<file path="src/rtl/rv_enc_pkg.sv">
// Shared RV32I/F encoding constants: request kinds, major opcodes and FP funct7 values.
// The core main decoder imports this same package so both sides stay bit-exact.
package rv_enc_pkg;

  localparam logic [3:0] KIND_RALU   = 4'd0;
  localparam logic [3:0] KIND_IALU   = 4'd1;
  localparam logic [3:0] KIND_LOAD   = 4'd2;
  localparam logic [3:0] KIND_STORE  = 4'd3;
  localparam logic [3:0] KIND_BRANCH = 4'd4;
  localparam logic [3:0] KIND_FADD   = 4'd5;
  localparam logic [3:0] KIND_FSUB   = 4'd6;
  localparam logic [3:0] KIND_FMUL   = 4'd7;
  localparam logic [3:0] KIND_FDIV   = 4'd8;
  localparam logic [3:0] KIND_FSQRT  = 4'd9;
  localparam logic [3:0] KIND_FLW    = 4'd10;
  localparam logic [3:0] KIND_FSW    = 4'd11;

  localparam logic [6:0] OP_R      = 7'b0110011;
  localparam logic [6:0] OP_I      = 7'b0010011;
  localparam logic [6:0] OP_LOAD   = 7'b0000011;
  localparam logic [6:0] OP_STORE  = 7'b0100011;
  localparam logic [6:0] OP_BRANCH = 7'b1100011;
  localparam logic [6:0] OP_FP     = 7'b1010011;
  localparam logic [6:0] OP_FLW    = 7'b0000111;
  localparam logic [6:0] OP_FSW    = 7'b0100111;

  localparam logic [6:0] F7_BASE   = 7'b0000000;
  localparam logic [6:0] F7_ALT    = 7'b0100000;
  localparam logic [6:0] F7_FADD   = 7'b0000000;
  localparam logic [6:0] F7_FSUB   = 7'b0000100;
  localparam logic [6:0] F7_FMUL   = 7'b0001000;
  localparam logic [6:0] F7_FDIV   = 7'b0001100;
  localparam logic [6:0] F7_FSQRT  = 7'b0101100;

  // FP loads/stores always move a 32-bit word
  localparam logic [2:0] F3_WORD   = 3'b010;

  typedef enum logic {ST_IDLE, ST_WRITE} wrState_e;

  function automatic logic kindLegal(input logic [3:0] kind);
    return kind <= KIND_FSW;
  endfunction

endpackage

</file>
<file path="src/rtl/enc_fifo.sv">
// DEPTH x WIDTH synchronous FIFO with a combinational head, full/empty flags and fill level.
// Pointers carry one extra wrap bit so full and empty are distinguishable.
module enc_fifo #(
  parameter int DEPTH = 4,
  parameter int WIDTH = 32
) (
  input  logic                     clk,
  input  logic                     rst,
  input  logic                     flush,
  input  logic                     push,
  input  logic [WIDTH-1:0]         pushData,
  input  logic                     pop,
  output logic [WIDTH-1:0]         headData,
  output logic                     full,
  output logic                     empty,
  output logic [$clog2(DEPTH):0]   level
);

  localparam int PW = $clog2(DEPTH);
  localparam logic [PW:0] PTR_ONE = {{PW{1'b0}}, 1'b1};

  logic [WIDTH-1:0] mem [DEPTH];
  logic [PW:0]      wrPtrReg;
  logic [PW:0]      rdPtrReg;
  logic             pushOk;
  logic             popOk;

  assign full     = (wrPtrReg[PW] != rdPtrReg[PW]) && (wrPtrReg[PW-1:0] == rdPtrReg[PW-1:0]);
  assign empty    = (wrPtrReg == rdPtrReg);
  assign level    = wrPtrReg - rdPtrReg;
  assign pushOk   = push && !full && !flush;
  assign popOk    = pop && !empty && !flush;
  assign headData = mem[rdPtrReg[PW-1:0]];

  always_ff @(posedge clk) begin
    if (pushOk) begin
      mem[wrPtrReg[PW-1:0]] <= pushData;
    end
  end

  always_ff @(posedge clk or negedge rst) begin
    if (!rst) begin
      wrPtrReg <= '0;
      rdPtrReg <= '0;
    end else if (flush) begin
      wrPtrReg <= '0;
      rdPtrReg <= '0;
    end else begin
      if (pushOk) wrPtrReg <= wrPtrReg + PTR_ONE;
      if (popOk)  rdPtrReg <= rdPtrReg + PTR_ONE;
    end
  end

endmodule

</file>
<file path="src/rtl/instr_encoder.sv">
// Packs symbolic instruction requests into RV32I/F words, queues them and streams them
// into instruction memory at incrementing word addresses through a two-state write FSM.
module instr_encoder
  import rv_enc_pkg::*;
#(
  parameter int          DEPTH     = 4,
  parameter int          IMEM_AW   = 10,
  parameter int unsigned BASE_ADDR = 0
) (
  input  logic               clk,
  input  logic               rst,
  input  logic               flush,
  input  logic               req_valid,
  output logic               req_ready,
  input  logic [3:0]         req_kind,
  input  logic [4:0]         req_rd,
  input  logic [4:0]         req_rs1,
  input  logic [4:0]         req_rs2,
  input  logic [2:0]         req_funct3,
  input  logic               req_alt,
  input  logic [12:0]        req_imm,
  output logic               imem_we,
  output logic [IMEM_AW-1:0] imem_addr,
  output logic [31:0]        imem_wdata,
  input  logic               imem_ack,
  output logic [IMEM_AW:0]   wr_count,
  output logic               err
);

  localparam int LW = $clog2(DEPTH);
  localparam logic [IMEM_AW-1:0] BASE      = IMEM_AW'(BASE_ADDR);
  localparam logic [IMEM_AW-1:0] ADDR_ONE  = {{(IMEM_AW-1){1'b0}}, 1'b1};
  localparam logic [IMEM_AW:0]   COUNT_ONE = {{IMEM_AW{1'b0}}, 1'b1};
  localparam logic [LW:0]        LEVEL_ONE = {{LW{1'b0}}, 1'b1};

  function automatic logic [31:0] encode(
    input logic [3:0]  kind,
    input logic [4:0]  rd,
    input logic [4:0]  rs1,
    input logic [4:0]  rs2,
    input logic [2:0]  f3,
    input logic        alt,
    input logic [12:0] imm
  );
    logic [31:0] word;
    word = '0;
    case (kind)
      KIND_RALU:   word = {(alt ? F7_ALT : F7_BASE), rs2, rs1, f3, rd, OP_R};
      KIND_IALU:   word = {imm[11:0], rs1, f3, rd, OP_I};
      KIND_LOAD:   word = {imm[11:0], rs1, f3, rd, OP_LOAD};
      KIND_STORE:  word = {imm[11:5], rs2, rs1, f3, imm[4:0], OP_STORE};
      KIND_BRANCH: word = {imm[12], imm[10:5], rs2, rs1, f3, imm[4:1], imm[11], OP_BRANCH};
      KIND_FADD:   word = {F7_FADD, rs2, rs1, f3, rd, OP_FP};
      KIND_FSUB:   word = {F7_FSUB, rs2, rs1, f3, rd, OP_FP};
      KIND_FMUL:   word = {F7_FMUL, rs2, rs1, f3, rd, OP_FP};
      KIND_FDIV:   word = {F7_FDIV, rs2, rs1, f3, rd, OP_FP};
      // square root is unary: the rs2 field is architecturally zero
      KIND_FSQRT:  word = {F7_FSQRT, 5'd0, rs1, f3, rd, OP_FP};
      KIND_FLW:    word = {imm[11:0], rs1, F3_WORD, rd, OP_FLW};
      KIND_FSW:    word = {imm[11:5], rs2, rs1, F3_WORD, imm[4:0], OP_FSW};
      default:     word = '0;
    endcase
    return word;
  endfunction

  wrState_e           stateReg;
  wrState_e           stateNext;
  logic [IMEM_AW-1:0] addrReg;
  logic [IMEM_AW:0]   wrCountReg;
  logic               errReg;

  logic        accept;
  logic        legal;
  logic        push;
  logic        pop;
  logic [31:0] reqWord;
  logic [31:0] fifoHead;
  logic        fifoFull;
  logic        fifoEmpty;
  logic [LW:0] fifoLevel;

  assign req_ready = !fifoFull && !flush;
  assign accept    = req_valid && req_ready;
  assign legal     = kindLegal(req_kind);
  assign push      = accept && legal;
  assign reqWord   = encode(req_kind, req_rd, req_rs1, req_rs2, req_funct3, req_alt, req_imm);
  // an ack only counts while a write is actually being presented
  assign pop       = (stateReg == ST_WRITE) && imem_ack && !flush;

  enc_fifo #(
    .DEPTH (DEPTH),
    .WIDTH (32)
  ) u_fifo (
    .clk      (clk),
    .rst      (rst),
    .flush    (flush),
    .push     (push),
    .pushData (reqWord),
    .pop      (pop),
    .headData (fifoHead),
    .full     (fifoFull),
    .empty    (fifoEmpty),
    .level    (fifoLevel)
  );

  always_comb begin
    stateNext = stateReg;
    case (stateReg)
      ST_IDLE:  if (!fifoEmpty) stateNext = ST_WRITE;
      // leave WRITE only when the last buffered word retires and nothing new arrives
      ST_WRITE: if (imem_ack && (fifoLevel == LEVEL_ONE) && !push) stateNext = ST_IDLE;
      default:  stateNext = ST_IDLE;
    endcase
  end

  always_ff @(posedge clk or negedge rst) begin
    if (!rst) begin
      stateReg   <= ST_IDLE;
      addrReg    <= BASE;
      wrCountReg <= '0;
      errReg     <= 1'b0;
    end else if (flush) begin
      stateReg   <= ST_IDLE;
      addrReg    <= BASE;
      wrCountReg <= '0;
      errReg     <= 1'b0;
    end else begin
      stateReg <= stateNext;
      errReg   <= accept && !legal;
      if (pop) begin
        addrReg <= addrReg + ADDR_ONE;
        if (wrCountReg != '1) wrCountReg <= wrCountReg + COUNT_ONE;
      end
    end
  end

  assign imem_we    = (stateReg == ST_WRITE);
  assign imem_wdata = imem_we ? fifoHead : 32'd0;
  assign imem_addr  = addrReg;
  assign wr_count   = wrCountReg;
  assign err        = errReg;

endmodule

</file>
<file path="config.mk">
export PLATFORM = sky130hd
export DESIGN_NAME = instr_encoder
export DESIGN_NICKNAME = d
export VERILOG_FILES = /design/src/rtl/rv_enc_pkg.sv /design/src/rtl/enc_fifo.sv /design/src/rtl/instr_encoder.sv
export SDC_FILE = /design/constraint.sdc
export NUM_CORES = 1
export LEC_CHECK = 0
export BUFFER_PORTS_ARGS = -buffer_cell sky130_fd_sc_hd__buf_2
export CAP_MARGIN = 30
export CORE_ASPECT_RATIO = 1.25
export CORE_MARGIN = 4
export CORE_UTILIZATION = 60
export CTS_BUF_LIST = sky130_fd_sc_hd__clkbuf_8
export CTS_CLUSTER_DIAMETER = 60
export DETAILED_ROUTE_END_ITERATION = 8
export GPL_TIMING_DRIVEN = 0
export PLACE_DENSITY = 0.83
export SLEW_MARGIN = 25
export SYNTH_ARGS = -nofsm -noshare
export SYNTH_HDL_FRONTEND = slang
export SYNTH_SLANG_ARGS = --single-unit
</file>
<file path="constraint.sdc">
create_clock -name clk -period 5.8 [get_ports clk]
set_input_delay 0.29 -clock clk [delete_from_list [all_inputs] [get_ports clk]]
set_output_delay 0.29 -clock clk [all_outputs]
set_load 0.05 [all_outputs]
</file>
Yosys cells after proc, flatten, opt, wreduce, memory -nomap -nowiden
Memory sizes are Yosys's and may differ from the RTL's.
Index checks and enable logic that the tools add are counted.
Word-level totals
  register bits after elaboration: 29
  memory bits (writable): 128
  output and inout bits: 56
  memories: 1
Memories
  u_fifo.mem: depth 4, bits a word 32, rd ports 1, clocked after Yosys merged registers in 0, write ports 1, line enc_fifo.sv:22  | logic [WIDTH-1:0] mem [DEPTH];
Cells by class
  add/subtract/negate cells: 5
  magnitude comparators: 1
  equality and inequality tests: 16
  mux-type cells: 19
  bitwise gates (word level): 1
  reduce and logical (&&, ||, !) cells: 24
Operators with widths (count)
  $pmux W32 S12: 1
  $mux W11: 3
  $mux W32: 1
  $mux W10: 2
  $eq A4 B3 Y1 const B: 4
  $eq A4 B4 Y1 const B: 4
  $logic_and A1 B1 Y1: 13
  $mux W3: 4
  $add A11 B1 Y11 const B: 1
  $ne A11 B11 Y1 const B: 1
  $add A10 B1 Y10 const B: 1
  $eq A4 B2 Y1 const B: 2
  $reduce_bool A2 Y1: 4
  $add A3 B1 Y3 const B: 2
  $mux W1: 6
  $mux W6: 1
  $logic_not A1 Y1: 5
  $eq A4 B1 Y1 const B: 1
  $le A4 B4 Y1 const B: 1
  $logic_not A4 Y1: 1
  $eq A3 B1 Y1 const B: 1
  $eq A3 B3 Y1: 1
  $sub A3 B3 Y3: 1
  $eq A2 B2 Y1: 1
  4 further kinds: 4

Longest topological paths before layout
  depth in word-level cells: 11
  mapped depth: 7
  depth with buffers taken out: 6

Modules after synthesis
A second synthesis with hierarchy kept.
Unflattened totals
  cells, all modules: 507
  area total of the unflattened synthesis: 7283.2 µm²
By module, submodules not included
  enc_fifo: times used 1, cells each 233, area an instance 5186.2 µm², seq. area each 3993.8 µm²
  instr_encoder: times used 1, cells each 274, area an instance 2097.0 µm², seq. area each 575.6 µm²

Least setup slack after synthesis
No wires, ideal clock.
  path type: register -> register
  start point: reg u_fifo.rdPtrReg[1]
  end point: reg errReg, in the netlist err
  library setup time: 0.071 ns
  data arrival time: 2.425 ns
  data required time: 5.729 ns
  setup slack: 3.304 ns
  cell stages (with the launch flop): 6
  clock period less this slack: 2.496 ns
  cell sequence: dfrtp_1 -> buf_1 -> inv_1 -> ha_1 -> a31oi_1 -> and4_1
On the way
  longest elaborated chain between the ends: 7
Ends and longest elaborated chain
  from (decl): line enc_fifo.sv:24  | logic [PW:0] rdPtrReg;
  from (signal assigned): line enc_fifo.sv:50  | if (popOk) rdPtrReg <= rdPtrReg + PTR_ONE;
  $eq A2 B2 Y1: line enc_fifo.sv:28  | assign full = (wrPtrReg[PW] != rdPtrReg[PW]) && (wrPtrReg[PW-1:0] == rdPtrReg[PW-1:0]);
  $logic_and A1 B1 Y1: line enc_fifo.sv:28
  $logic_not A1 Y1: line instr_encoder.sv:82  | assign req_ready = !fifoFull && !flush;
  $logic_and A1 B1 Y1: line instr_encoder.sv:82
  via req_ready: line instr_encoder.sv:14  | output logic req_ready,
  $logic_and A1 B1 Y1: line instr_encoder.sv:83  | assign accept = req_valid && req_ready;
  $logic_and A1 B1 Y1: line instr_encoder.sv:129  | errReg <= accept && !legal;
  $mux W1: line instr_encoder.sv:122  | end else if (flush) begin
  to (signal assigned): line instr_encoder.sv:129
  to (decl): line instr_encoder.sv:70  | logic errReg;
The timed path passes the listed nets, and every way through them passes these cells.
A chain may end at the register's enable or synchronous reset.

Final worst setup path
  start point: reg u_fifo.rdPtrReg[1]
  end point: mem u_fifo.mem[0][4], enable pin
On the way
  longest elaborated chain between the ends: 10
Ends and longest elaborated chain
  $eq A2 B2 Y1 (*): line enc_fifo.sv:28
  $logic_and A1 B1 Y1 (*): line enc_fifo.sv:28
  $logic_not A1 Y1 (*): line enc_fifo.sv:31, instr_encoder.sv:82
  $logic_and A1 B1 Y1: line instr_encoder.sv:82
  $logic_and A1 B1 Y1: line instr_encoder.sv:83
  $logic_and A1 B1 Y1: line instr_encoder.sv:85  | assign push = accept && legal;
  $logic_and A1 B1 Y1 (*) (2 in series): line enc_fifo.sv:31  | assign pushOk = push && !full && !flush;
  $mux W1 (*): line enc_fifo.sv:36  | if (pushOk) begin
  $mux W1 (implied by the code) (*): line enc_fifo.sv:37  | mem[wrPtrReg[PW-1:0]] <= pushData;
  to (decl): line enc_fifo.sv:22
Mark *: on every way between the ends. The rest lies on a longest branch, timed or not.

==> key figures <==
Outcome
  – Outcome: completed

Clock tree
  – Clk buf depth: 2
  – Setup bufs post-CTS: 0
  – Post-CTS Hold Fix Bufs: 1
  – Worst skew pair latency: about 0.43 ns
  – H-tree levels: 4
  – CTS tree: yes
  – Clock edge transition at the registers on the reported setup and hold paths: around 0.080 ns
  – CTS resizes: 0
  – CTS Sinks: 149
  – TritonCTS Buffers: 17
  – Root Buffer: clkbuf_8

Route
  – Routed Antenna Nets: 0
  – DR vias: between 4000 and 5000
  – Vias/cell: 6.05
  – TritonRoute pass-1 iters: 6
  – Routed WL: ~15000 µm
  – WL/cell: just under 20 µm
  – DR iter-0 viols: 276
  – DRC viols: 0

STA
  – FMAX: approximately 320 MHz
  – Final slew viol count: 0
  – Final hold slack: roughly 0.21 ns
  – Setup_tns: 0 ns
  – Final period utilization: a little over half
  – Fin. Hold Viols: 0
  – Clock Skews: 0.00976 ns
  – Setup violators final: 0
  – Fin crit period: about 3.1 ns
  – Worst slew pin tran: approximately 0.9 ns
  – Slew HR: between 40 and 50%
  – RSZ-0062 raised after global routing: no

Critical path
  – Critical Path Fanout Max: 30
  – CP Cell Sequence: buf_1 -> inv_1 -> ha_1 -> a311oi_4 -> and2_2
  – Worst Path Buf+Inv: 2
  – CP max-delay cell: and2_2
  – WS Path Type: reg -> reg
  – CP startpoint kind: flop
  – Critical path arrival: ~3.2 ns
  – Family with the most delay on the worst path: simple AND/OR/NAND/NOR gates
  – Required time of the critical path: ~5.9 ns
  – CP Launch Point: u_fifo.rdPtrReg[1]$_DFFE_PN0P_
  – Worst path max stage delay: 0.81 ns
  – Worst reg2reg startpoint: u_fifo.rdPtrReg[1]$_DFFE_PN0P_
  – CP Capture Type: flop

Cells and area
  – Share of layout cells above drive strength 1: slightly below 30%
  – Fin nets: between 600 and 700
  – Area growth from synthesis to layout: 16.3%
  – Commonest non-fill, non-tap cell in the layout: edfxtp_1
  – Core Util, Final: between 70 and 80%
  – N_diodes: 0
  – Most frequent cells in the layout: 120 x edfxtp_1, 103 x buf_2, 42 x and2_1

Placement
  – Post-DP HPWL: a little under 10000 µm
  – IO buf count: 94
  – Routability cong.: between 0.9 and 1

Power and ir drop
  – Total chip power: about 0.0024 W
  – Power Dens Cells: 295 nW/µm²
  – Leak: between 3 and 4 nW
  – Peak supply drop: ~0.00018 V

Floorplanning
  – # rows: 43
  – Die footprint: approximately 13000 µm²
  – I/O pin count: 97
  – Initial Utilization: 61.5%
  – Core Box Area: 11200 µm²
  – Chip width: just over 100 µm
  – Chip height: about 130 µm

Logic synthesis
  – Mapped Nets: 521
  – Number of warnings issued by yosys: 0
  – Post-synth EDFFs: between 100 and 150
  – Gate Count Post-Synth: between 400 and 500
  – Average size of a mapped cell: ~15 µm²
  – Async SR Flop Fraction: about a fifth
  – Mapped Area: between 6000 and 7000 µm²
  – Synth Flop Type: edfxtp_1
  – Unique masters post-synth: between 50 and 60
  – #FFs+latches synth: ~150
  – Sequential share of the synthesized area: roughly 63%

Run
  – MaxCap Viol Count: 0

Worst hold path
  – Worst hold path type: in -> reg
  – Worst hold start: req_valid

GRT
  – Antenna violations before repair: 0
  – Largest net degree at the start of global routing: 32
  – First-pass GRT wire length: between 20000 and 25000 µm
  – Number of global-route vias before repair: between 4000 and 5000
  – Total GRT Usage: 22.7%
  – Congestion Overflow GR: 0
==> registers in the layout, summed over array words and instances, names as in the netlist <==
register,count
err,1
imem_addr,10
imem_we,1
u_fifo.mem,120
u_fifo.rdPtrReg,3
u_fifo.wrPtrReg,3
wr_count,11
==> synthesized netlist by cell type, drive strengths merged, types with 2 or more instances <==
master | n | area share [%]
a2111oi | 2 | 0.35
a211oi | 5 | 0.55
a21o | 6 | 0.65
a21oi | 16 | 1.2
a221oi | 5 | 0.64
a22o | 5 | 0.64
a22oi | 4 | 0.44
a31o | 2 | 0.25
a31oi | 3 | 0.27
a41oi | 2 | 0.25
and2 | 46 | 4.3
and3 | 2 | 0.18
and4 | 3 | 0.38
buf | 17 | 1.5
clkbuf | 11 | 0.60
dfrtp | 29 | 11
edfxtp | 120 | 52
ha | 9 | 1.6
inv | 8 | 0.44
mux2i | 10 | 1.5
mux4 | 30 | 9.8
nand2 | 18 | 0.98
nand2b | 5 | 0.45
nand3 | 8 | 0.58
nand4 | 7 | 0.64
nor2 | 28 | 1.5
nor2b | 12 | 1.1
nor3 | 6 | 0.44
o21a | 3 | 0.33
o21ai | 16 | 1.2
or3 | 2 | 0.18
xnor2 | 8 | 1.0
xor2 | 8 | 1.1
==> layout make-up <==
cell class | count | area (µm²)
sequential | 149 | 4330
fill | 723 | 3180
multi-input combinational | 285 | 2390
timing repair buffer | 95 | 480
clock inverter | 15 | 236
clock buffer | 17 | 234
tap | 135 | 169
buffer | 28 | 143
inverter | 8 | 30.0
==> cell families (layout without fill, tap and decap cells) <==
group / count (synthesis) / in the layout / synth area share (%)
adders and majority gates: 10 / 10 / 1.93
xor gates and xnor gates: 16 / 16 / 2.14
buffers and inverters: 36 / 163 / 2.51
other: 1 / 1 / 0.0544
AOI/OAI and AO/OA: 77 / 77 / 8.07
and+or+nand+nor: 140 / 140 / 11.0
DFF: 149 / 149 / 62.9
muxes: 41 / 41 / 11.4
==> metrics by stage <==
step                worst slack, ns  cell area, µm²  instances
global placement               2.70            7530        699
CTS                            2.66            8010        732
detailed placement             2.63            7530        699
floorplan                      3.30            6890        470
finish                         2.68            8010        732
global route                   2.47            8010        732
==> layer usage <==
metal	GRT usage (%)	share of wire, %
met1	28.6	40
met2	39.0	52
met3	5.29	6.1
met4	7.90	1.4
met5	0	0
==> worst paths after layout <==
path | to | slack [ns] | cells past startpoint
worst max register to register | u_fifo.mem[0][4]$_DFFE_PP_ | 2.68 | 5
min in group asynchronous | wr_count[5]$_DFFE_PN0P_ | 0.41 | 2
worst min register to register | imem_addr[9]$_DFFE_PN0P_ | 0.55 | 2
worst min-delay path | err$_DFF_PN0_ | 0.21 | 2
max in group asynchronous | imem_we$_DFF_PN0_ | 4.96 | 2
worst max-delay path | u_fifo.mem[0][4]$_DFFE_PP_ | 2.68 | 5
==> where the power goes <==
| group | internal [W] | total (W) | leakage, nW | switching (W) |
|---|---|---|---|---|
| sequential | 0.00118 | 0.00119 | 1.50 | 0.00000730 |
| combinational | 0.0000760 | 0.000243 | 1.35 | 0.000167 |
| clock | 0.000552 | 0.000932 | 0.232 | 0.000381 |
| total | 0.00181 | 0.00237 | 3.09 | 0.000555 |
No activity file was read; power rests on OpenSTA's default activity.
